--- config.mk ---
export PLATFORM = sky130hd
export DESIGN_NAME = seq_alu
export DESIGN_NICKNAME = d
export VERILOG_FILES = /design/src/rtl/alu_pkg.sv /design/src/rtl/seq_alu_iter.sv /design/src/rtl/seq_alu.sv
export SDC_FILE = /design/constraint.sdc
export NUM_CORES = 1
export LEC_CHECK = 0
export CORE_UTILIZATION = 55
export CTS_CLUSTER_DIAMETER = 120
export CTS_CLUSTER_SIZE = 12
export DETAILED_ROUTE_END_ITERATION = 10
export PLACE_DENSITY = 0.77
export SLEW_MARGIN = 10
export SYNTH_ARGS = -nofsm -noshare
export SYNTH_HDL_FRONTEND = slang
export SYNTH_SLANG_ARGS = --single-unit
export TNS_END_PERCENT = 20
--- constraint.sdc ---
create_clock -name clk -period 9.5 [get_ports clk]
set_input_delay 1.9 -clock clk [delete_from_list [all_inputs] [get_ports clk]]
set_output_delay 1.9 -clock clk [all_outputs]
set_load 0.02 [all_outputs]
--- src/rtl/alu_pkg.sv ---
// Shared definitions for the sequential ALU: opcodes, FSM states
// and the per-operation latency rule.
package alu_pkg;

    localparam logic [3:0] OP_ADD = 4'b0001;
    localparam logic [3:0] OP_SUB = 4'b0010;
    localparam logic [3:0] OP_NOR = 4'b0011;
    localparam logic [3:0] OP_AND = 4'b0100;
    localparam logic [3:0] OP_OR  = 4'b0101;
    localparam logic [3:0] OP_XOR = 4'b0110;
    localparam logic [3:0] OP_ADC = 4'b0111;
    localparam logic [3:0] OP_MUL = 4'b1000;
    localparam logic [3:0] OP_SHL = 4'b1011;
    localparam logic [3:0] OP_SHR = 4'b1100;
    localparam logic [3:0] OP_SRA = 4'b1101;

    typedef enum logic {IDLE, EXEC} state_e;

    // Cycles from acceptance to done for a given op.
    function automatic int lat(input logic [3:0] op,
                               input int shamt,
                               input int width);
        int s;
        s = (shamt > width) ? width : shamt;
        if (op == OP_MUL)
            return width;
        if (op == OP_SHL || op == OP_SHR || op == OP_SRA)
            return (s < 1) ? 1 : s;
        return 1;
    endfunction

endpackage

--- src/rtl/seq_alu_iter.sv ---
// Iterative datapath for shifts and shift-add multiply.
// Ports: load_i (accept edge), en_i (op in flight), op/a/b/shamt
// operands, last_o (final cycle), lo_o/hi_o results, cout_o.
module seq_alu_iter
    import alu_pkg::*;
#(
    parameter int WIDTH = 8,
    parameter int SHW   = $clog2(WIDTH) + 1
) (
    input  logic             clk,
    input  logic             rst,
    input  logic             load_i,
    input  logic             en_i,
    input  logic [3:0]       op_i,
    input  logic [WIDTH-1:0] a_i,
    input  logic [WIDTH-1:0] b_i,
    input  logic [SHW-1:0]   shamt_i,
    output logic             last_o,
    output logic [WIDTH-1:0] lo_o,
    output logic [WIDTH-1:0] hi_o,
    output logic             cout_o
);

    logic [3:0]       op_q, op_s;
    logic [WIDTH-1:0] mc_q, mc_s;
    logic [WIDTH-1:0] lo_q, lo_d, lo_s;
    logic [WIDTH-1:0] hi_q, hi_d, hi_s;
    logic [SHW-1:0]   rem_q, rem_d, rem_s;
    logic [SHW-1:0]   cnt_q, cnt_d;
    logic             cout_q, cout_d;
    logic [WIDTH:0]   sum;
    logic             step;

    // The loading edge already performs the first step, so the
    // L edges k..k+L-1 complete exactly L steps before done.
    assign step = load_i || (en_i && cnt_q != '0);

    always_comb begin
        op_s  = load_i ? op_i : op_q;
        mc_s  = load_i ? a_i  : mc_q;
        lo_s  = load_i ? b_i  : lo_q;
        hi_s  = load_i ? '0   : hi_q;
        rem_s = rem_q;
        if (load_i)
            rem_s = (shamt_i > SHW'(WIDTH)) ? SHW'(WIDTH) : shamt_i;
        lo_d   = lo_s;
        hi_d   = hi_s;
        rem_d  = rem_s;
        cout_d = load_i ? 1'b0 : cout_q;
        sum    = {1'b0, hi_s} + (lo_s[0] ? {1'b0, mc_s} : '0);
        if (op_s == OP_MUL) begin
            {hi_d, lo_d} = {sum, lo_s[WIDTH-1:1]};
        end else if (rem_s != '0) begin
            case (op_s)
                OP_SHL: begin
                    lo_d   = {lo_s[WIDTH-2:0], 1'b0};
                    cout_d = lo_s[WIDTH-1];
                    rem_d  = rem_s - SHW'(1);
                end
                OP_SHR: begin
                    lo_d   = {1'b0, lo_s[WIDTH-1:1]};
                    cout_d = lo_s[0];
                    rem_d  = rem_s - SHW'(1);
                end
                OP_SRA: begin
                    lo_d   = {lo_s[WIDTH-1], lo_s[WIDTH-1:1]};
                    cout_d = lo_s[0];
                    rem_d  = rem_s - SHW'(1);
                end
                default: ;
            endcase
        end
    end

    always_comb begin
        cnt_d = cnt_q;
        if (load_i)
            cnt_d = SHW'(lat(op_i, int'(shamt_i), WIDTH) - 1);
        else if (en_i && cnt_q != '0)
            cnt_d = cnt_q - SHW'(1);
    end

    always_ff @(posedge clk) begin
        if (rst) begin
            op_q   <= '0;
            mc_q   <= '0;
            lo_q   <= '0;
            hi_q   <= '0;
            rem_q  <= '0;
            cnt_q  <= '0;
            cout_q <= 1'b0;
        end else begin
            if (load_i) begin
                op_q <= op_i;
                mc_q <= a_i;
            end
            if (step) begin
                lo_q   <= lo_d;
                hi_q   <= hi_d;
                rem_q  <= rem_d;
                cout_q <= cout_d;
            end
            cnt_q <= cnt_d;
        end
    end

    assign last_o = (cnt_q == '0);
    assign lo_o   = lo_q;
    assign hi_o   = hi_q;
    assign cout_o = cout_q;

endmodule

--- src/rtl/seq_alu.sv ---
// Multi-cycle ALU with start/busy/done handshake and held flags.
// Ports: start/aluOp/A/B/shamt request, busy/done status,
// result/result_hi and Z/C/N/V flags.
module seq_alu
    import alu_pkg::*;
#(
    parameter int WIDTH = 8,
    parameter int SHW   = $clog2(WIDTH) + 1
) (
    input  logic             clk,
    input  logic             rst,
    input  logic             start,
    input  logic [3:0]       aluOp,
    input  logic [WIDTH-1:0] A,
    input  logic [WIDTH-1:0] B,
    input  logic [SHW-1:0]   shamt,
    output logic             busy,
    output logic             done,
    output logic [WIDTH-1:0] result,
    output logic [WIDTH-1:0] result_hi,
    output logic             Z,
    output logic             C,
    output logic             N,
    output logic             V
);

    localparam int M = WIDTH - 1;

    state_e           st_q, st_d;
    logic             accept;
    logic [3:0]       op_q;
    logic [WIDTH-1:0] a_q, b_q;
    logic             cst_q;
    logic [WIDTH-1:0] res_q, res_d, hi_q, hi_d;
    logic             z_q, c_q, n_q, v_q;
    logic             z_d, c_d, n_d, v_d;
    logic [WIDTH:0]   sum;
    logic             it_last, it_cout;
    logic [WIDTH-1:0] it_lo, it_hi;

    assign accept = (st_q == IDLE) && start;
    assign busy   = (st_q == EXEC);
    assign done   = busy && it_last;

    always_comb begin
        st_d = st_q;
        unique case (st_q)
            IDLE: if (start)   st_d = EXEC;
            EXEC: if (it_last) st_d = IDLE;
        endcase
    end

    seq_alu_iter #(.WIDTH(WIDTH), .SHW(SHW)) u_iter (
        .clk     (clk),
        .rst     (rst),
        .load_i  (accept),
        .en_i    (busy),
        .op_i    (aluOp),
        .a_i     (A),
        .b_i     (B),
        .shamt_i (shamt),
        .last_o  (it_last),
        .lo_o    (it_lo),
        .hi_o    (it_hi),
        .cout_o  (it_cout)
    );

    always_comb begin
        res_d = '0;
        hi_d  = '0;
        c_d   = 1'b0;
        v_d   = 1'b0;
        sum   = '0;
        case (op_q)
            OP_ADD, OP_ADC: begin
                sum = {1'b0, a_q} + {1'b0, b_q};
                if (op_q == OP_ADC)
                    sum = sum + {{WIDTH{1'b0}}, cst_q};
                {c_d, res_d} = sum;
                v_d = (a_q[M] == b_q[M]) && (sum[M] != a_q[M]);
            end
            OP_SUB: begin
                // bit WIDTH of the extended difference is the borrow
                sum = {1'b0, a_q} - {1'b0, b_q};
                {c_d, res_d} = sum;
                v_d = (a_q[M] != b_q[M]) && (sum[M] != a_q[M]);
            end
            OP_NOR: res_d = ~(a_q | b_q);
            OP_AND: res_d = a_q & b_q;
            OP_OR:  res_d = a_q | b_q;
            OP_XOR: res_d = a_q ^ b_q;
            OP_MUL: begin
                res_d = it_lo;
                hi_d  = it_hi;
                c_d   = |it_hi;
            end
            OP_SHL, OP_SHR, OP_SRA: begin
                res_d = it_lo;
                c_d   = it_cout;
            end
            default: ;
        endcase
        z_d = (res_d == '0);
        n_d = res_d[M];
    end

    // Values are valid in the done cycle itself, then held.
    assign result    = done ? res_d : res_q;
    assign result_hi = done ? hi_d  : hi_q;
    assign Z         = done ? z_d   : z_q;
    assign C         = done ? c_d   : c_q;
    assign N         = done ? n_d   : n_q;
    assign V         = done ? v_d   : v_q;

    always_ff @(posedge clk) begin
        if (rst) begin
            st_q  <= IDLE;
            op_q  <= '0;
            a_q   <= '0;
            b_q   <= '0;
            cst_q <= 1'b0;
            res_q <= '0;
            hi_q  <= '0;
            z_q   <= 1'b0;
            c_q   <= 1'b0;
            n_q   <= 1'b0;
            v_q   <= 1'b0;
        end else begin
            st_q <= st_d;
            if (accept) begin
                op_q <= aluOp;
                a_q  <= A;
                b_q  <= B;
            end
            if (done) begin
                res_q <= res_d;
                hi_q  <= hi_d;
                z_q   <= z_d;
                c_q   <= c_d;
                n_q   <= n_d;
                v_q   <= v_d;
                if (op_q == OP_ADD || op_q == OP_SUB || op_q == OP_ADC)
                    cst_q <= c_d;
            end
        end
    end

endmodule

; ---- Yosys cells after proc, flatten, opt, wreduce, memory -nomap -nowiden
; Index checks and enable logic that the tools add are counted.
; Widths: inputs -> output; s select.
[word_totals]
ff_bits = 79
latchBits = 0
mem_bits_rw = 0
rom_bits = 0
input_bits = 27
out_inout_bits = 22
word_cells = 125
n_memories = 0
[op_classes]
addsub = 7
multipliers = 0
div = 0
order_cmp = 3
eq_ne = 23
n_shift = 0
n_mux = 47
bitwise = 5
n_reduce_logical = 22
[ops]
columns = cell, count
row1 = $mux 8, 10
row2 = $mux 4, 15
row3 = $pmux 8 s7, 1
row4 = $eq 4x4->1 const B, 12
row5 = $lt 32x2->1 const B, 1
row6 = $pmux 8 s3, 1
row7 = $mux 9, 2
row8 = $eq 4x3->1 const B, 4
row9 = $mux 1, 14
row10 = $add 8x8->9, 1
row11 = $add 8x9->9, 1
row12 = $add 9x1->9, 1
row13 = $sub 8x8->9, 1
row14 = $and 8x8->8, 1
row15 = $eq 4x2->1 const B, 2
row16 = $gt 4x4->1 const B, 2
row17 = $logic_not 8->1, 1
row18 = $not 8->8, 1
row19 = $or 8x8->8, 1
row20 = $reduce_bool 4->1, 2
row21 = $reduce_or 8->1, 1
row22 = $sub 4x1->4 const B, 2
row23 = $xor 8x8->8, 1
row24 = $pmux 1 s2, 3
row25 = 14 further kinds, 26

; ---- Depth between registers and ports, before layout
; Gate-level depths: netlist (run 1).
[depth]
depth_word = 11
mapped_depth = 19

; ---- Modules after synthesis
; A second synthesis (run 1) with hierarchy kept.
[hier_totals]
hier_cells = 731
hier_area_um2 = 5803.1
[modules_own_cells]
columns = mod, instances, cells_each, area_each_um2, seq_area_each_um2
row1 = seq_alu, 1, 443, 3437.0, 840.8
row2 = seq_alu_iter, 1, 288, 2366.0, 740.7

; ---- Worst setup path after synthesis (run 1)
; Ideal clock, no wire load.
[synth_path]
path_type = input-to-reg
startpoint = input port start
endpoint = register u_iter.hi_q[5] (netlist: u_iter.hi_o[5])
setup_ns = 0.128
arrival_ns = 4.528
path_slack_ns = 4.845
stages = 19
n_path_buf = 5
path_cell_list = buf_2 nand2b_1 buf_2 buf_2 clkbuf_1 clkbuf_1 a21boi_0 nor2_1 ha_1 inv_1 fa_1 inv_1 a21oi_1 o21bai_1 a21o_1 a21oi_1 xnor2_1 a22oi_1 nor2_1
[synth_via]
elab_chain_len = 5
word_cells_on_any_way = 10
[synth_rtl]
columns = element, line
row1 = "start, declared", seq_alu.sv:12  ; input logic start,
row2 = $logic_and 1x1->1 *, seq_alu.sv:41  ; assign accept = (st_q == IDLE) && start;
row3 = "$mux 8, on equally long branches", -
row4 = $mux 8, seq_alu_iter.sv:50  ; sum = {1'b0, hi_s} + (lo_s[0] ? {1'b0, mc_s} : '0);
row5 = $add 8x9->9, seq_alu_iter.sv:50
row6 = $mux 8, seq_alu_iter.sv:51  ; if (op_s == OP_MUL) begin
row7 = "end signal, assigned", seq_alu_iter.sv:99  ; hi_q <= hi_d;
row8 = "end, declared", seq_alu_iter.sv:27  ; logic [WIDTH-1:0] hi_q, hi_d, hi_s;
; Mark *: on every way between the ends. The rest lies on a longest branch, timed or not.
; A chain may end at the register's enable or synchronous reset.

; ---- Final worst setup path (run 1)
[layout_path]
startpoint = register op_q[2]
endpoint = output port Z
[layout_via]
elab_chain_len = 6
word_cells_on_any_way = 18
[layout_rtl]
columns = element, line
row1 = "start, declared", seq_alu.sv:31  ; logic [3:0] op_q;
row2 = "start signal, assigned", seq_alu.sv:131  ; op_q <= aluOp;
row3 = $eq 4x3->1, "seq_alu.sv:74, seq_alu.sv:77"
row4 = $mux 9, seq_alu.sv:77  ; if (op_q == OP_ADC)
row5 = $mux 9, seq_alu.sv:74  ; case (op_q)
row6 = $pmux 8 s7 *, seq_alu.sv:74
row7 = $logic_not 8->1 *, seq_alu.sv:103  ; z_d = (res_d == '0);
row8 = $mux 1 *, -
row9 = "end, declared", seq_alu.sv:21  ; output logic Z,
; Mark *: on every way between the ends. The rest lies on a longest branch, timed or not. The select of a mux whose other input is x is not followed.

==> flow_summary.yaml, run 1 <==
timing:
  clock_skew_ns: 0.005975
  setup_viol: 0
  min_period_ns: 5.896
  max_slew_margin_pct: 30.88
  holdWs_ns: 0.4691
  fin_ws_ns: 3.604
  hold_viol_final: 0
  slew_violations: 0
  setup-tns-final_ns: 0
  rsz0062_at_grt: "no"
  worst_pin_slew_ns: 1.033
  period_share_pct: 62.07
  max_freq_mhz: 169.6
clocking:
  cts_made_buffers: 9
  ctsHoldBuffers: 0
  cts_tree: "done"
  cts.htree.levels: 3
  cts_root_buf: "clkbuf_8"
  path_clk_slew_ns: 0.08
  cts_sinks: 79
  cts_buffer_depth: 2
  post_cts_resized: 0
  clock_latency_ns: 0.35
  post-cts-setup-buffer-count: 0
logic_synthesis:
  ys.flop_type: "dfxtp_1"
  syn_inst: 718
  synthXorXnorAreaFrac_pct: 4.010
  synth-simple-area-share_pct: 23.25
  synth_area_leaders: "dfxtp_1 (28%), ha_1 (8.5%), nand2_1 (6.2%)"
  syn_avg_cell_area_um2: 7.779
  ys_types: 80
  synthArstFlopShare_pct: 0
  synth_commonest_cells: "nand2_1 (92), dfxtp_1 (79), nor2_1 (69)"
  synth-edff-count: 0
  synth_compound_gate_area_share_pct: 24.48
  yosys.area_share.adder_pct: 9.588
  synth_area_mm2: 0.005585
  yosysTopAreaCellShare_pct: 28.32
  ys_warn_count: 0
  yosys.area.top_type: "dfxtp_1"
  synthMuxAreaShare_pct: 3.920
  synth_top_family_by_area: "compound AO/OA/AOI/OAI gates"
  synth-seq-area-share_pct: 28.32
  yosysMostFrequentCell: "nand2_1"
  ys_seq_elements: 79
  syn_nets: 786
cells_and_area:
  drive_above_1_share_pct: 6.604
  fin_nets: 805
  syn2layout_area_growth_pct: 12.05
  n_antenna_cell: 0
  final_cells: 875
die:
  die_h_um: 102.8
  die_w_um: 102.8
  die_area_mm2: 0.01056
  ios: 49
  num_rows: 36
  core_area_mm2: 0.009819
  initial_utilization_pct: 56.88
drt:
  drtIter0Drc: 402
  ant_nets: 0
  vias: 5317
  via_per_inst: 6.077
  drt_first_pass_iters: 5
  totalWireLength_um: 14870
  wire_per_inst_um: 16.99
  drc: 0
worst_setup_path:
  path_class: "flip-flop to output pin"
  regToRegStartpoint: "busy"
  reg2reg_setup_slack_ns: 5.87
  rr_worst_depth: 15
  worst_ep_arrival_time_ns: 4.00
  r2r_end: "u_iter.hi_o[6]"
  crit_fanout: 21
  critical_path_required_ns: 7.60
  crit_path_start_kind: "flip-flop"
  endpoint_kind: "output pin"
global_route:
  antenna_found_initial: 0
  grt_usage_pct: 29.14
  first_global_vias: 4939
  grt_pass1_wl_um: 23680
  grt_overflow_total: 0
  grt_max_degree: 81
hold_path:
  hp-start: "u_iter.rem_q[0]"
  hold_end: "u_iter.rem_q[0]"
  holdPathStages: 2
  hold_path_class: "flip-flop to flip-flop"
place:
  place_inst: 859
  pre_cts_ws_ns: 4.013
  hpwl_um: 10900
  io_buffers: 48
  gp_congestion: 1.005
power_and_ir_drop:
  power_uw: 919.1
  leakage_uw: 0.002445
  ir_drop_v: 0.00007615
  p_per_area_mw_per_mm2: 146.9
run_status:
  status: "completed"
run:
  drv_cap: 0
[report_power, final]
| group | internal [uW] | total [uW] | switching, uW |
|---|---|---|---|
| registers | 355 | 379 | 23.8 |
| logic | 117 | 290 | 173 |
| clock network | 122 | 250 | 128 |
[placed cells by master (no fill, tap or decap), drive strengths merged, types with 4 or more instances in the layout]
cell type	n
and2	7
clkbuf	11
o22ai	11
or3	5
inv	40
nor3	22
mux2	5
dfxtp	79
mux2i	14
a22oi	11
clkdlybuf4s50	47
nand4b	4
nand3	9
nand4	4
a31oi	5
nor2b	20
xnor2	20
a21oi	63
nand2	92
buf	8
nand2b	11
o21ai	32
a211oi	14
o211ai	5
and3	4
a22o	8
nor2	69
nand3b	4
ha	38
a21boi	18
o21bai	5
[per-layer routing]
layer / part of all wire, % / global-route usage (%) / vias up
met5: 0 / 0 / -
met4: 3.3 / 14.19 / 0
met3: 6.2 / 4.475 / 34
met2: 47 / 48.31 / 204
met1: 43 / 37.03 / 2505
li1: - / - / 2574
[area by class of cell]
| class | count | area, um2 |
|---|---|---|
| multi-input cells | 553 | 3647 |
| clock buffers | 11 | 131.4 |
| inverters | 39 | 146.4 |
| well taps | 133 | 166.4 |
| clock inverters | 5 | 57.56 |
| flip-flops and latches | 79 | 1582 |
| repair buffers | 55 | 528.0 |
| fillers | 894 | 3561 |
[registers in the layout, indices dropped and copies added (netlist names)]
register       cells
u_iter.hi_o        8
u_iter.cout_o      1
u_iter.cnt_q       4
u_iter.rem_q       4
n_q                1
u_iter.lo_o        8
c_q                1
b_q                8
res_q              8
op_q               4
z_q                1
hi_q               8
u_iter.op_q        4
cst_q              1
busy               1
a_q                8
u_iter.mc_q        8
v_q                1
[critical path: stages, from the launching register on]
cell and delay (ns):
dfxtp_1 0.86, nand2b_1 0.42, or3_1 0.35, o22ai_1 0.14
a211oi_1 0.46, nand4_1 0.27, a211oi_1 0.31, a32o_2 0.21
clkdlybuf4s50_1 0.60
[through the flow]
stage          instance area (um2)  utilization, %
5_1_grt                       6259           63.74
6_report                      6259           63.74
2_1_floorplan                 5585               -
3_5_place_dp                  6070           61.81
3_3_place_gp                  6070           61.81
4_1_cts                       6259           63.74
[how the worst max path moves through the flow]
stage | from | end | slack (ns) | cells after the start
global route | a_q[1] | Z | 3.42 | 11
CTS | a_q[1] | Z | 3.62 | 11
global placement | a_q[1] | Z | 4.08 | 11
finish | op_q[2] | Z | 3.60 | 8
floorplan | start | u_iter.hi_o[5] | 4.84 | 19
detailed placement | a_q[1] | Z | 4.01 | 11
[cell families (layout without fill, tap and decap cells)]
logic type	count (synthesis)	after routing
xor+xnor	24	24
mux	20	20
fa+ha+maj	41	41
buf+inv	86	110
flops	79	79
compound gates	202	202
simple gates	266	266
Power figures use the tool's default switching activity.
==> run 2: changes to the inputs <==
Settings changed: CORE_UTILIZATION 55 to 53.
Clock period 9.5 ns to 5 ns, I/O delays scaled along.
==> run 2 against run 1 <==
  * First-iteration DRC count decreased by 26%
  * Routed wire length increased by 1.7%
  * Critical path depth increased by 3
  * Sequential cell count unchanged
  * Sequential power increased by 89%
  * Die area increased by 3.7%
  * Cell count increased by 1.1%
  * Count of clock-buffer cells in the layout decreased by 1
  * Via count decreased by 0.64%
  * Combinational power increased by 95%
  * Sequential share of layout area decreased by 0.31 points
  * Global-route usage decreased by 0.54 points
==> flow_summary.yaml, run 2 (same netlist as run 1, synthesis figures left out) <==
run_status:
  status: "completed"
power_and_ir_drop:
  p_per_area_mw_per_mm2: 272.5
  cellInternalPower_uw: 1088
  leakage_uw: 0.002496
  power.share.clock_pct: 25.6
  p_comb_share_pct: 32.8
  ir_drop_v: 0.0001758
  seqPwrFrac_pct: 41.6
  power.switching_uw: 638.9
  power.share.switching_pct: 37.00
place:
  gp_congestion: 0.9167
  io_buffers: 48
  hpwl_um: 11360
  place_inst: 869
cells_and_area:
  fin_nets: 812
  syn2layout_area_growth_pct: 13.44
  n_antenna_cell: 0
  fin_util_pct: 61.65
  final_cells: 885
  drive_above_1_share_pct: 8.411
  final_common_cell: "nand2_1"
  layout_common_cells: "nand2_1 (92), dfxtp_1 (79), nor2_1 (69)"
global_route:
  first_global_vias: 5023
  grt_overflow_total: 0
  grt-busiest-layer: "met2"
  antenna_found_initial: 0
  grt_max_degree: 42
  met2_usage_pct: 46.31
  grtUsageMet3_pct: 5.178
  grt_usage_pct: 28.59
  use_met1_pct: 37.14
  grt_pass1_wl_um: 25070
die:
  die_area_mm2: 0.01095
  die_h_um: 104.7
  core_area_mm2: 0.01028
  ios: 49
  num_rows: 37
  die_w_um: 104.7
  initial_utilization_pct: 54.35
worst_setup_path:
  path_cells: "inv_1, ha_1, fa_1, or3_4, a31oi_2, nor2_1, a221o_1, a221o_1, a21oi_2, o21ai_2, clkdlybuf4s50_1"
  worst_ep_arrival_time_ns: 3.68
  path_class: "flip-flop to output pin"
  critPathSlowestCell: "clkdlybuf4s50_1"
  critPathMaxStageDelay_ns: 0.54
  crit_buf_inv: 2
  critPathTopFamily: "compound AO/OA/AOI/OAI gates"
  critical_path_required_ns: 4.00
  endpoint_kind: "output pin"
  path_common_cell: "a221o_1"
  crit_fanout: 3
  crit_path_start_kind: "flip-flop"
timing:
  worst_pin_slew_ns: 0.8598
  period_share_pct: 93.59
  hold_viol_final: 0
  min_period_ns: 4.680
  rsz0062_at_grt: "no"
  setup-tns-final_ns: 0
  setup_viol: 0
  slew_violations: 0
  max_slew_margin_pct: 41.95
  max_freq_mhz: 213.7
  clock_skew_ns: 0.01138
drt:
  drt_first_pass_iters: 5
  totalWireLength_um: 15120
  wire_per_inst_um: 17.08
  via_per_inst: 5.969
  drc: 0
  drtIter0Drc: 297
  vias: 5283
  ant_nets: 0
clocking:
  cts_tree: "done"
  path_clk_slew_ns: 0.09
  ctsHoldBuffers: 0
  cts.htree.levels: 3
  cts_sinks: 79
  clock_latency_ns: 0.37
  cts_root_buf: "clkbuf_8"
  cts_buffer_depth: 2
  post-cts-setup-buffer-count: 0
  post_cts_resized: 0
  cts_made_buffers: 9
run:
  drv_cap: 0
hold_path:
  hold_path_class: "flip-flop to flip-flop"
[run 2: layout make-up]
type | instances | area [um2]
Timing Repair Buffer | 62 | 583.1
Inverter | 39 | 146.4
Fill cell | 934 | 3941
Clock inverter | 6 | 47.55
Tap cell | 136 | 170.2
Multi-Input combinational cell | 553 | 3680
Sequential cell | 79 | 1582
Clock buffer | 10 | 127.6
[run 2: layer usage]
metal / vias up / part of all wire, %
met4: 0 / 3.2
met2: 158 / 47
li1: 2574 / -
met5: - / 0
met3: 31 / 4.9
met1: 2520 / 45
[run 2: path summary, 6_finish.rpt]
kind | startpoint | slack (ns) | endpoint | cells past startpoint
worst max-delay path | a_q[0] | 0.32 | result[6] | 11
worst min-delay path | u_iter.rem_q[1] | 0.47 | u_iter.rem_q[1] | 2
worst max register to register | busy | 1.69 | u_iter.hi_o[6] | 13
worst min register to register | u_iter.rem_q[1] | 0.47 | u_iter.rem_q[1] | 2
[run 2: worst reg2reg max path, delay by kind of cell, from the launching register on]
family	cells	cell delay, ns
AOI/OAI and AO/OA	7	1.24
xor gates and xnor gates	1	0.17
adders and majority gates	1	0.21
buffers and inverters	1	0.07
DFF	1	0.56
and+or+nand+nor	3	0.92
[run 2: power by group through the flow]
stage               logic [uW]  clock network [uW]  registers (uW)
floorplan                  408                   0             712
global placement           542                   0             728
detailed placement         553                   0             731
CTS                        556                 453             716
global route               623                 477             724
finish                     566                 443             718
[run 2: per-stage QoR]
step / setup slack [ns] / cell area (um2) / total power [uW] / hold WS, ns
4_1_cts: 0.1135 / 6301 / 1725 / 0.4657
2_1_floorplan: 1.245 / 5585 / 1120 / 0.4323
5_1_grt: 0.07263 / 6336 / 1824 / 0.4870
6_report: 0.3204 / 6336 / 1727 / 0.4675
3_3_place_gp: 0.6128 / 6126 / 1270 / 0.4415
3_5_place_dp: 0.5353 / 6126 / 1284 / 0.4530
==> run 3: changes to the inputs <==
Settings changed: CELL_PAD_IN_SITES_DETAIL_PLACEMENT set to 1, CELL_PAD_IN_SITES_GLOBAL_PLACEMENT set to 1, CORE_UTILIZATION 53 to 39, PLACE_DENSITY 0.77 to not set, PLACE_DENSITY_LB_ADDON set to 0.1.
==> run 3 against run 2 <==
  * Total power grew 15%
  * Die area grew 35%
  * Fmax shrank 2.6%
  * Count of clock-buffer cells in the layout is the same
  * Via count grew 0.49%
  * Clock skew shrank 0.0044 ns
  * Critical endpoint is now C
  * Highest routed layer unchanged
==> flow_summary.yaml, run 3 (same netlist as run 1, synthesis figures left out) <==
run_status:
  status: "completed"
clocking:
  clock_latency_ns: 0.35
  cts_tree: "done"
  cts.htree.levels: 3
  path_clk_slew_ns: 0.07
  cts_root_buf: "clkbuf_16"
  cts_made_buffers: 9
  cts_buffer_depth: 2
  cts_sinks: 79
power_and_ir_drop:
  power.switching_uw: 686.8
  seqPwrFrac_pct: 36.5
  ir_drop_v: 0.0001668
  power_uw: 1984
  power.share.switching_pct: 34.61
  p_per_area_mw_per_mm2: 304.4
  p_comb_share_pct: 29.2
  leakage_uw: 0.002556
  power.share.clock_pct: 34.3
  cellInternalPower_uw: 1297
global_route:
  grt_pass1_wl_um: 28180
  first_global_vias: 5327
  antenna_found_initial: 0
  grt_usage_pct: 25.01
  grt_overflow_total: 0
  grt_max_degree: 42
cells_and_area:
  n_antenna_cell: 0
  layout_common_cells: "nand2_1 (92), dfxtp_1 (79), nor2_1 (69)"
  final_common_cell: "nand2_1"
  multi_input_area_mm2: 0.003676
  syn2layout_area_growth_pct: 16.69
  fill_cells: 1704
  ff_latch_area_mm2: 0.001582
  fin_nets: 813
  final_cell_area_mm2: 0.006518
  drive_above_1_share_pct: 8.667
worst_setup_path:
  r2r_end: "u_iter.hi_o[6]"
  path_cells: "inv_1, ha_1, a211oi_1, nor2_1, nor2_1, nand3_2, nor4_1, a21oi_1, o311a_1, a21oi_1, clkdlybuf4s50_1"
  worst_ep_arrival_time_ns: 3.80
  crit_fanout: 4
  rr_worst_depth: 15
  reg2reg_setup_slack_ns: 1.64
  critical_path_required_ns: 4.00
  critPathTopFamily: "compound AO/OA/AOI/OAI gates"
  endpoint_kind: "output pin"
  path_class: "flip-flop to output pin"
  critPathMaxStageDelay_ns: 0.61
  crit_buf_inv: 2
  critPathSlowestCell: "clkdlybuf4s50_1"
  crit_path_start_kind: "flip-flop"
  regToRegStartpoint: "busy"
place:
  hpwl_um: 13560
  dpl-instance-area_mm2: 0.006183
  gp_congestion: 0.8994
  io_buffers: 48
timing:
  period_share_pct: 96.08
  hold_viol_final: 0
  setup-tns-final_ns: 0
  clock_skew_ns: 0.006943
  min_period_ns: 4.804
  max_freq_mhz: 208.2
  max_slew_margin_pct: 42.53
  setup_viol: 0
  slew_violations: 0
  worst_pin_slew_ns: 0.8513
drt:
  ant_nets: 0
  totalWireLength_um: 17730
  vias: 5309
  drc: 0
  via_per_inst: 5.709
  drt_first_pass_iters: 4
  drtIter0Drc: 277
  wire_per_inst_um: 19.07
die:
  die_h_um: 121.7
  ios: 49
  core_area_mm2: 0.01393
  num_rows: 43
  die_area_mm2: 0.01480
  initial_utilization_pct: 40.08
  die_w_um: 121.7
run:
  drv_cap: 0
hold_path:
  hp-start: "u_iter.rem_q[1]"
  hold_path_class: "flip-flop to flip-flop"
  hold_end: "u_iter.rem_q[1]"
  holdPathStages: 2
-- run 3: final cells by class --
type	instances	area share (%)
timing repair buffer	63	9.061
tap	180	3.456
clock buffer	10	3.513
inverter	39	2.246
sequential	79	24.27
multi-input combinational	553	56.40
clock inverter	6	1.056
-- run 3: power groups by stage --
| stage | Combinational, uW | Clock (uW) | Sequential, uW |
|---|---|---|---|
| detailed placement | 572 | 0 | 737 |
| CTS | 575 | 696 | 723 |
| global placement | 552 | 0 | 734 |
| floorplan | 408 | 0 | 712 |
| global route | 636 | 718 | 729 |
| finish | 580 | 680 | 724 |
-- run 3: how the worst max path moves through the flow --
stage               slack (ns)   start  depth (start not counted)             end
floorplan                 1.24   start                         19  u_iter.hi_o[5]
global placement          0.49  b_q[0]                         13               Z
detailed placement        0.40  b_q[0]                         13               Z
CTS                      0.006  b_q[0]                         13               Z
global route             -0.01  a_q[1]                         11               C
finish                    0.20  a_q[1]                         11               C
-- run 3: per-stage QoR --
| stage | hold WS [ns] | cells | setup slack (ns) | util [%] |
|---|---|---|---|---|
| final | 0.4578 | 930 | 0.1962 | 46.77 |
| after detailed placement | 0.4543 | 913 | 0.3958 | 44.37 |
| after CTS | 0.4620 | 929 | 0.006207 | 46.51 |
| after global placement | 0.4397 | 913 | 0.4854 | 44.37 |
| after global routing | 0.4847 | 930 | -0.01328 | 46.77 |
| after floorplan | 0.4323 | 718 | 1.245 | - |
-- run 3: worst register-to-register path: cells and delay by family, from the launching register on --
| family | cells | cell delay, ns |
|---|---|---|
| AO/OA/AOI/OAI | 7 | 1.16 |
| XOR/XNOR | 1 | 0.16 |
| buffers and inverters | 2 | 0.26 |
| flip-flops | 1 | 0.45 |
| adder cells (fa/ha/maj) | 1 | 0.22 |
| AND/OR/NAND/NOR | 4 | 0.97 |
-- run 3: repair_timing --
action                     CTS  global route
hold buffers                 0             0
buffers inserted             0             1
gates resized for setup      0             7
setup endpoints to repair    0             4
-- run 3: layer usage --
| metal | GRT usage (%) | vias up | part of all wire [%] |
|---|---|---|---|
| met5 | 0 | - | 0 |
| met4 | 11.65 | 0 | 3.3 |
| met3 | 3.699 | 40 | 3.4 |
| met2 | 41.94 | 93 | 48 |
| met1 | 31.48 | 2608 | 45 |
| li1 | - | 2568 | - |
==> edit 1: new RTL, settings of run 3 <==
Register the inputs `start`, `aluOp`, `A`, `B` and `shamt` before use. The logic sees them one clock later. Comments in the files are not updated.
--- a/src/rtl/seq_alu.sv
+++ b/src/rtl/seq_alu.sv
@@ -26,6 +26,20 @@
 
     localparam int M = WIDTH - 1;
 
+    logic start_q;
+    logic [3:0] aluOp_q;
+    logic [WIDTH-1:0] A_q;
+    logic [WIDTH-1:0] B_q;
+    logic [SHW-1:0] shamt_q;
+
+    always_ff @(posedge clk) begin
+        start_q <= start;
+        aluOp_q <= aluOp;
+        A_q     <= A;
+        B_q     <= B;
+        shamt_q <= shamt;
+    end
+
     state_e           st_q, st_d;
     logic             accept;
     logic [3:0]       op_q;
@@ -38,14 +52,14 @@
     logic             it_last, it_cout;
     logic [WIDTH-1:0] it_lo, it_hi;
 
-    assign accept = (st_q == IDLE) && start;
+    assign accept = (st_q == IDLE) && start_q;
     assign busy   = (st_q == EXEC);
     assign done   = busy && it_last;
 
     always_comb begin
         st_d = st_q;
         unique case (st_q)
-            IDLE: if (start)   st_d = EXEC;
+            IDLE: if (start_q)   st_d = EXEC;
             EXEC: if (it_last) st_d = IDLE;
         endcase
     end
@@ -55,10 +69,10 @@
         .rst     (rst),
         .load_i  (accept),
         .en_i    (busy),
-        .op_i    (aluOp),
-        .a_i     (A),
-        .b_i     (B),
-        .shamt_i (shamt),
+        .op_i    (aluOp_q),
+        .a_i     (A_q),
+        .b_i     (B_q),
+        .shamt_i (shamt_q),
         .last_o  (it_last),
         .lo_o    (it_lo),
         .hi_o    (it_hi),
@@ -128,9 +142,9 @@
         end else begin
             st_q <= st_d;
             if (accept) begin
-                op_q <= aluOp;
-                a_q  <= A;
-                b_q  <= B;
+                op_q <= aluOp_q;
+                a_q  <= A_q;
+                b_q  <= B_q;
             end
             if (done) begin
                 res_q <= res_d;
Behaviour: not the same (a bounded check fails within 4 cycles, from zero or initial values and one cycle with rst high).
==> edit 1 against run 3 <==
- clock power is 4.6% higher
- clock skew up 0.99 ps
- hold slack gained 10 ps
- wire length down 2.3%
- critical path depth grew 1
- largest cell class unchanged
- first-iteration DRC count rose by 12%
- combinational power down 3%
- die area up 8.6%
- cell area increased by 6.9%
- total power grew 12%
- setup slack improved by 31 ps
- sequential cell count up 25
- area after synthesis rose by 8.7%
==> edit 1: results (changes against run 3) <==
.. list-table::
   :header-rows: 1

   * - Metric
     - Value
   * - Ratio of cells with drive above 1 in the final layout
     - 0.09008 (+0.003412)
   * - Sequential Power Share
     - 0.426 (+0.061)
   * - Worst Reg2Reg Path Length in Cells
     - 16 (+1)
   * - Post-Place Setup Slack
     - 507.7 ps (+111.9 ps)
   * - Post-synthesis share of cell area spent on xor and xnor gates
     - 0.03565 (-0.004451)
   * - Share of the yosys chip area belonging to registers
     - 0.3429 (+0.05973)
   * - Max IR drop VDD
     - 0.1938 mV (+16%)
   * - Synthesized netlist net count
     - 801 (+1.9%)
   * - Routed metal-1 wire length
     - 8.307 mm (+3.6%)
   * - Count of clock buffers in the final design
     - 11 (+1)
   * - LEAKAGE
     - 2.811 nW (+10%)
   * - Core outline area
     - 15200 µm² (+9.1%)
   * - Sequential cell area in the final layout
     - 2082 µm² (+32%)
   * - Area fraction in compound gates after synthesis
     - 0.2153 (-0.02952)
   * - Post-synth top cells
     - 104 x sky130_fd_sc_hd__dfxtp_1, 87 x sky130_fd_sc_hd__nand2_1, 81 x sky130_fd_sc_hd__nor2_1, 53 x sky130_fd_sc_hd__a21oi_1, 38 x sky130_fd_sc_hd__ha_1
   * - Sum of routed wire length over all layers
     - 17.32 mm (-2.3%)
   * - Number of inserted filler cells in the final layout
     - 1847 (+8.4%)
   * - Endpoint arrival time on the critical path
     - 3770 ps (-30 ps)
   * - Number of cells in the design after placement
     - 938 (+2.7%)
   * - Met3 GRT Util
     - 0.03205 (-0.004931)
   * - Ranking of synthesized cells by area
     - sky130_fd_sc_hd__dfxtp_1 34%, sky130_fd_sc_hd__ha_1 7.8%, sky130_fd_sc_hd__nand2_1 5.4%, sky130_fd_sc_hd__nor2_1 5.0%, sky130_fd_sc_hd__a21oi_1 4.4%
   * - Run status
     - complete, no violations
   * - DR WL met3
     - 610 µm (+0.99%)
   * - Final cell count without fillers
     - 954 (+2.6%)
   * - Synth Area in Adders
     - 0.08819 (-0.007685)
   * - Share of cell area taken by muxes after synthesis
     - 0.02328 (-0.01592)
   * - Number of vias in the routed layout
     - 5265 (-0.83%)
   * - Multi-input combinational area share
     - 0.5286 (-0.03547)
   * - Post-DP Area
     - 6651 µm² (+7.6%)
edit 1: cell types whose count changed after synthesis, moves of 5 or more:
cell                              run 3  this run
sky130_fd_sc_hd__clkbuf_1            30        21
sky130_fd_sc_hd__xnor2_1             20        10
sky130_fd_sc_hd__nor3b_1              1         7
sky130_fd_sc_hd__inv_1               38        29
sky130_fd_sc_hd__xor2_1               3        11
sky130_fd_sc_hd__a21oi_1             60        53
sky130_fd_sc_hd__nand2_1             92        87
sky130_fd_sc_hd__dfxtp_1             79       104
sky130_fd_sc_hd__a21o_1               2         7
sky130_fd_sc_hd__mux2i_1             14         6
sky130_fd_sc_hd__nor2_1              69        81
edit 1: final timing paths:
kind,start,end,slack [ps]
worst max-delay path,b_q[0],Z,230
worst min-delay path,B_q[4],b_q[4],470
worst max register to register,busy,u_iter.hi_o[7],1170
worst min register to register,B_q[4],b_q[4],470
edit 1: repair_timing:
item | in CTS | in global routing
endpoints found under the hold margin | 0 | 0
setup endpoints to repair | 0 | 1
resized for setup | 0 | 4
==> edit 2: new RTL, settings of run 3 <==
Made on the original files. `WIDTH` is set to 8 in 2 places; all go to 4.
--- a/src/rtl/seq_alu_iter.sv
+++ b/src/rtl/seq_alu_iter.sv
@@ -4,7 +4,7 @@
 module seq_alu_iter
     import alu_pkg::*;
 #(
-    parameter int WIDTH = 8,
+    parameter int WIDTH = 4,
     parameter int SHW   = $clog2(WIDTH) + 1
 ) (
     input  logic             clk,
--- a/src/rtl/seq_alu.sv
+++ b/src/rtl/seq_alu.sv
@@ -4,7 +4,7 @@
 module seq_alu
     import alu_pkg::*;
 #(
-    parameter int WIDTH = 8,
+    parameter int WIDTH = 4,
     parameter int SHW   = $clog2(WIDTH) + 1
 ) (
     input  logic             clk,
Interface: changed (5 resized); port bits go from 49 to 32. No check against the original RTL was run, so the function may have changed too.
==> edit 2 against run 3 <==
- the flow now finishes with violations (DRC)
- wire length shrank 47%
- first-iteration DRC count fell by 52%
- highest routed layer unchanged
- sequential cell count fell by 30
- total power is 47% lower
- setup slack gained 400 ps
- via count down 42%
- cell area down 40%
- global-route usage down 3.2 points
- area after synthesis fell by 38%
- sequential share of layout area rose by 0.94 points
==> edit 2: results (changes against run 3) <==
.. list-table::
   :header-rows: 1

   * - Metric
     - Value
   * - Clock transition at the registers of the reported paths
     - 90 ps (+20 ps)
   * - Detailed Place HPWL
     - 7.118 mm (-48%)
   * - Endpoint arrival time on the critical path
     - 3410 ps (-390 ps)
   * - Met3 GRT Util
     - 0.02607 (-0.01092)
   * - Synthesized netlist net count
     - 473 (-40%)
   * - Run status
     - finished, violations left
   * - I/O Buffers
     - 31 (-35%)
   * - Overall fraction of global-route tracks in use
     - 0.2179 (-0.03227)
   * - # nets final
     - 490 (-40%)
   * - Final routed DRC violation total
     - 1 (+1)
   * - Violated checks
     - DRC
   * - Share of the yosys chip area belonging to registers
     - 0.2832 (about the same)
   * - Vias in the first global route
     - 2975 (-44%)
   * - Amount of wire on met2 after detailed routing
     - 4.529 mm (-47%)
   * - Number of vias per cell after detailed routing
     - 5.528 (-3.2%)
   * - Gp weighted congestion
     - 0.8536 (-5.1%)
   * - Max IR drop VDD
     - 0.1388 mV (-17%)
   * - Clock insertion delay at the later pin of the skew report
     - 300 ps (-50 ps)
   * - Number of buffers created by CTS
     - 5 (-4)
   * - LEAKAGE
     - 1.565 nW (-39%)
   * - Number of library cell types mapped by synthesis
     - 72 (-10%)
   * - Met2 Use GR
     - 0.3635 (-0.05591)
   * - Buffer cell driving the clock tree root
     - sky130_fd_sc_hd__clkbuf_8
   * - Worst Reg2Reg Path Length in Cells
     - 9 (-6)
   * - Routed metal-1 wire length
     - 4.589 mm (-43%)
   * - Final clock skew
     - 5.864 ps (-1.079 ps)
   * - Ranking of synthesized cells by area
     - sky130_fd_sc_hd__dfxtp_1 28%, sky130_fd_sc_hd__ha_1 9.0%, sky130_fd_sc_hd__a21oi_1 6.2%, sky130_fd_sc_hd__nand2_1 5.6%, sky130_fd_sc_hd__nor2_1 4.0%
   * - Ratio of cells with drive above 1 in the final layout
     - 0.06742 (-0.01925)
   * - First-pass detailed-route iteration total
     - 7 (+3)
   * - Crit path max-delay family
     - adder cells
   * - Largest net degree at the start of global routing
     - 38 (-9.5%)
   * - DR WL met3
     - 204 µm (-66%)
   * - Average wire per standard cell
     - 17.05 µm (-11%)
   * - Number of inserted filler cells in the final layout
     - 1066 (-37%)
   * - Count of H-tree levels built during CTS
     - 2 (-1)
## edit 2: cells by family after synthesis
family | share of synthesized area
multiplexers | 0.04010
buffers and inverters | 0.06792
XOR/XNOR | 0.03938
adder cells (fa/ha/maj) | 0.1077
AO/OA/AOI/OAI | 0.2359
AND/OR/NAND/NOR | 0.2258
flip-flops | 0.2832
## edit 2: power by group
group | internal, W | switching [W] | total, W
clock | 0.000125 | 0.000137 | 0.000263
sequential | 0.000419 | 0.0000326 | 0.000452
combinational | 0.000137 | 0.000191 | 0.000327
total | 0.000681 | 0.000361 | 0.00104
## edit 2: metrics by stage
step | utilization | cell area [µm²] | instances | total power (W) | setup WS (ps)
5_1_grt | 0.4484 | 3891 | 553 | 0.001110 | 299.5
3_3_place_gp | 0.4367 | 3790 | 545 | 0.0007830 | 982.3
2_1_floorplan | - | 3463 | 427 | 0.0006851 | 1491
3_5_place_dp | 0.4367 | 3790 | 545 | 0.0007895 | 907.2
6_report | 0.4484 | 3891 | 553 | 0.001042 | 593.2
4_1_cts | 0.4484 | 3891 | 553 | 0.001055 | 559.7
## edit 2: path summary, 6_finish.rpt
kind              slack (ps)               to             from
hold / removal           460  u_iter.rem_q[1]  u_iter.rem_q[1]
setup reg to reg        2130   u_iter.lo_o[3]             busy
hold reg to reg          460  u_iter.rem_q[1]  u_iter.rem_q[1]
setup / recovery         590                Z           b_q[0]
## edit 2: cell type report
class | count | share of cell area
Multi-Input combinational cell | 329 | 0.5775
Inverter | 25 | 0.02412
Clock buffer | 7 | 0.02476
Tap cell | 108 | 0.03473
Timing Repair Buffer | 34 | 0.08553
Sequential cell | 49 | 0.2521
Clock inverter | 1 | 0.001286
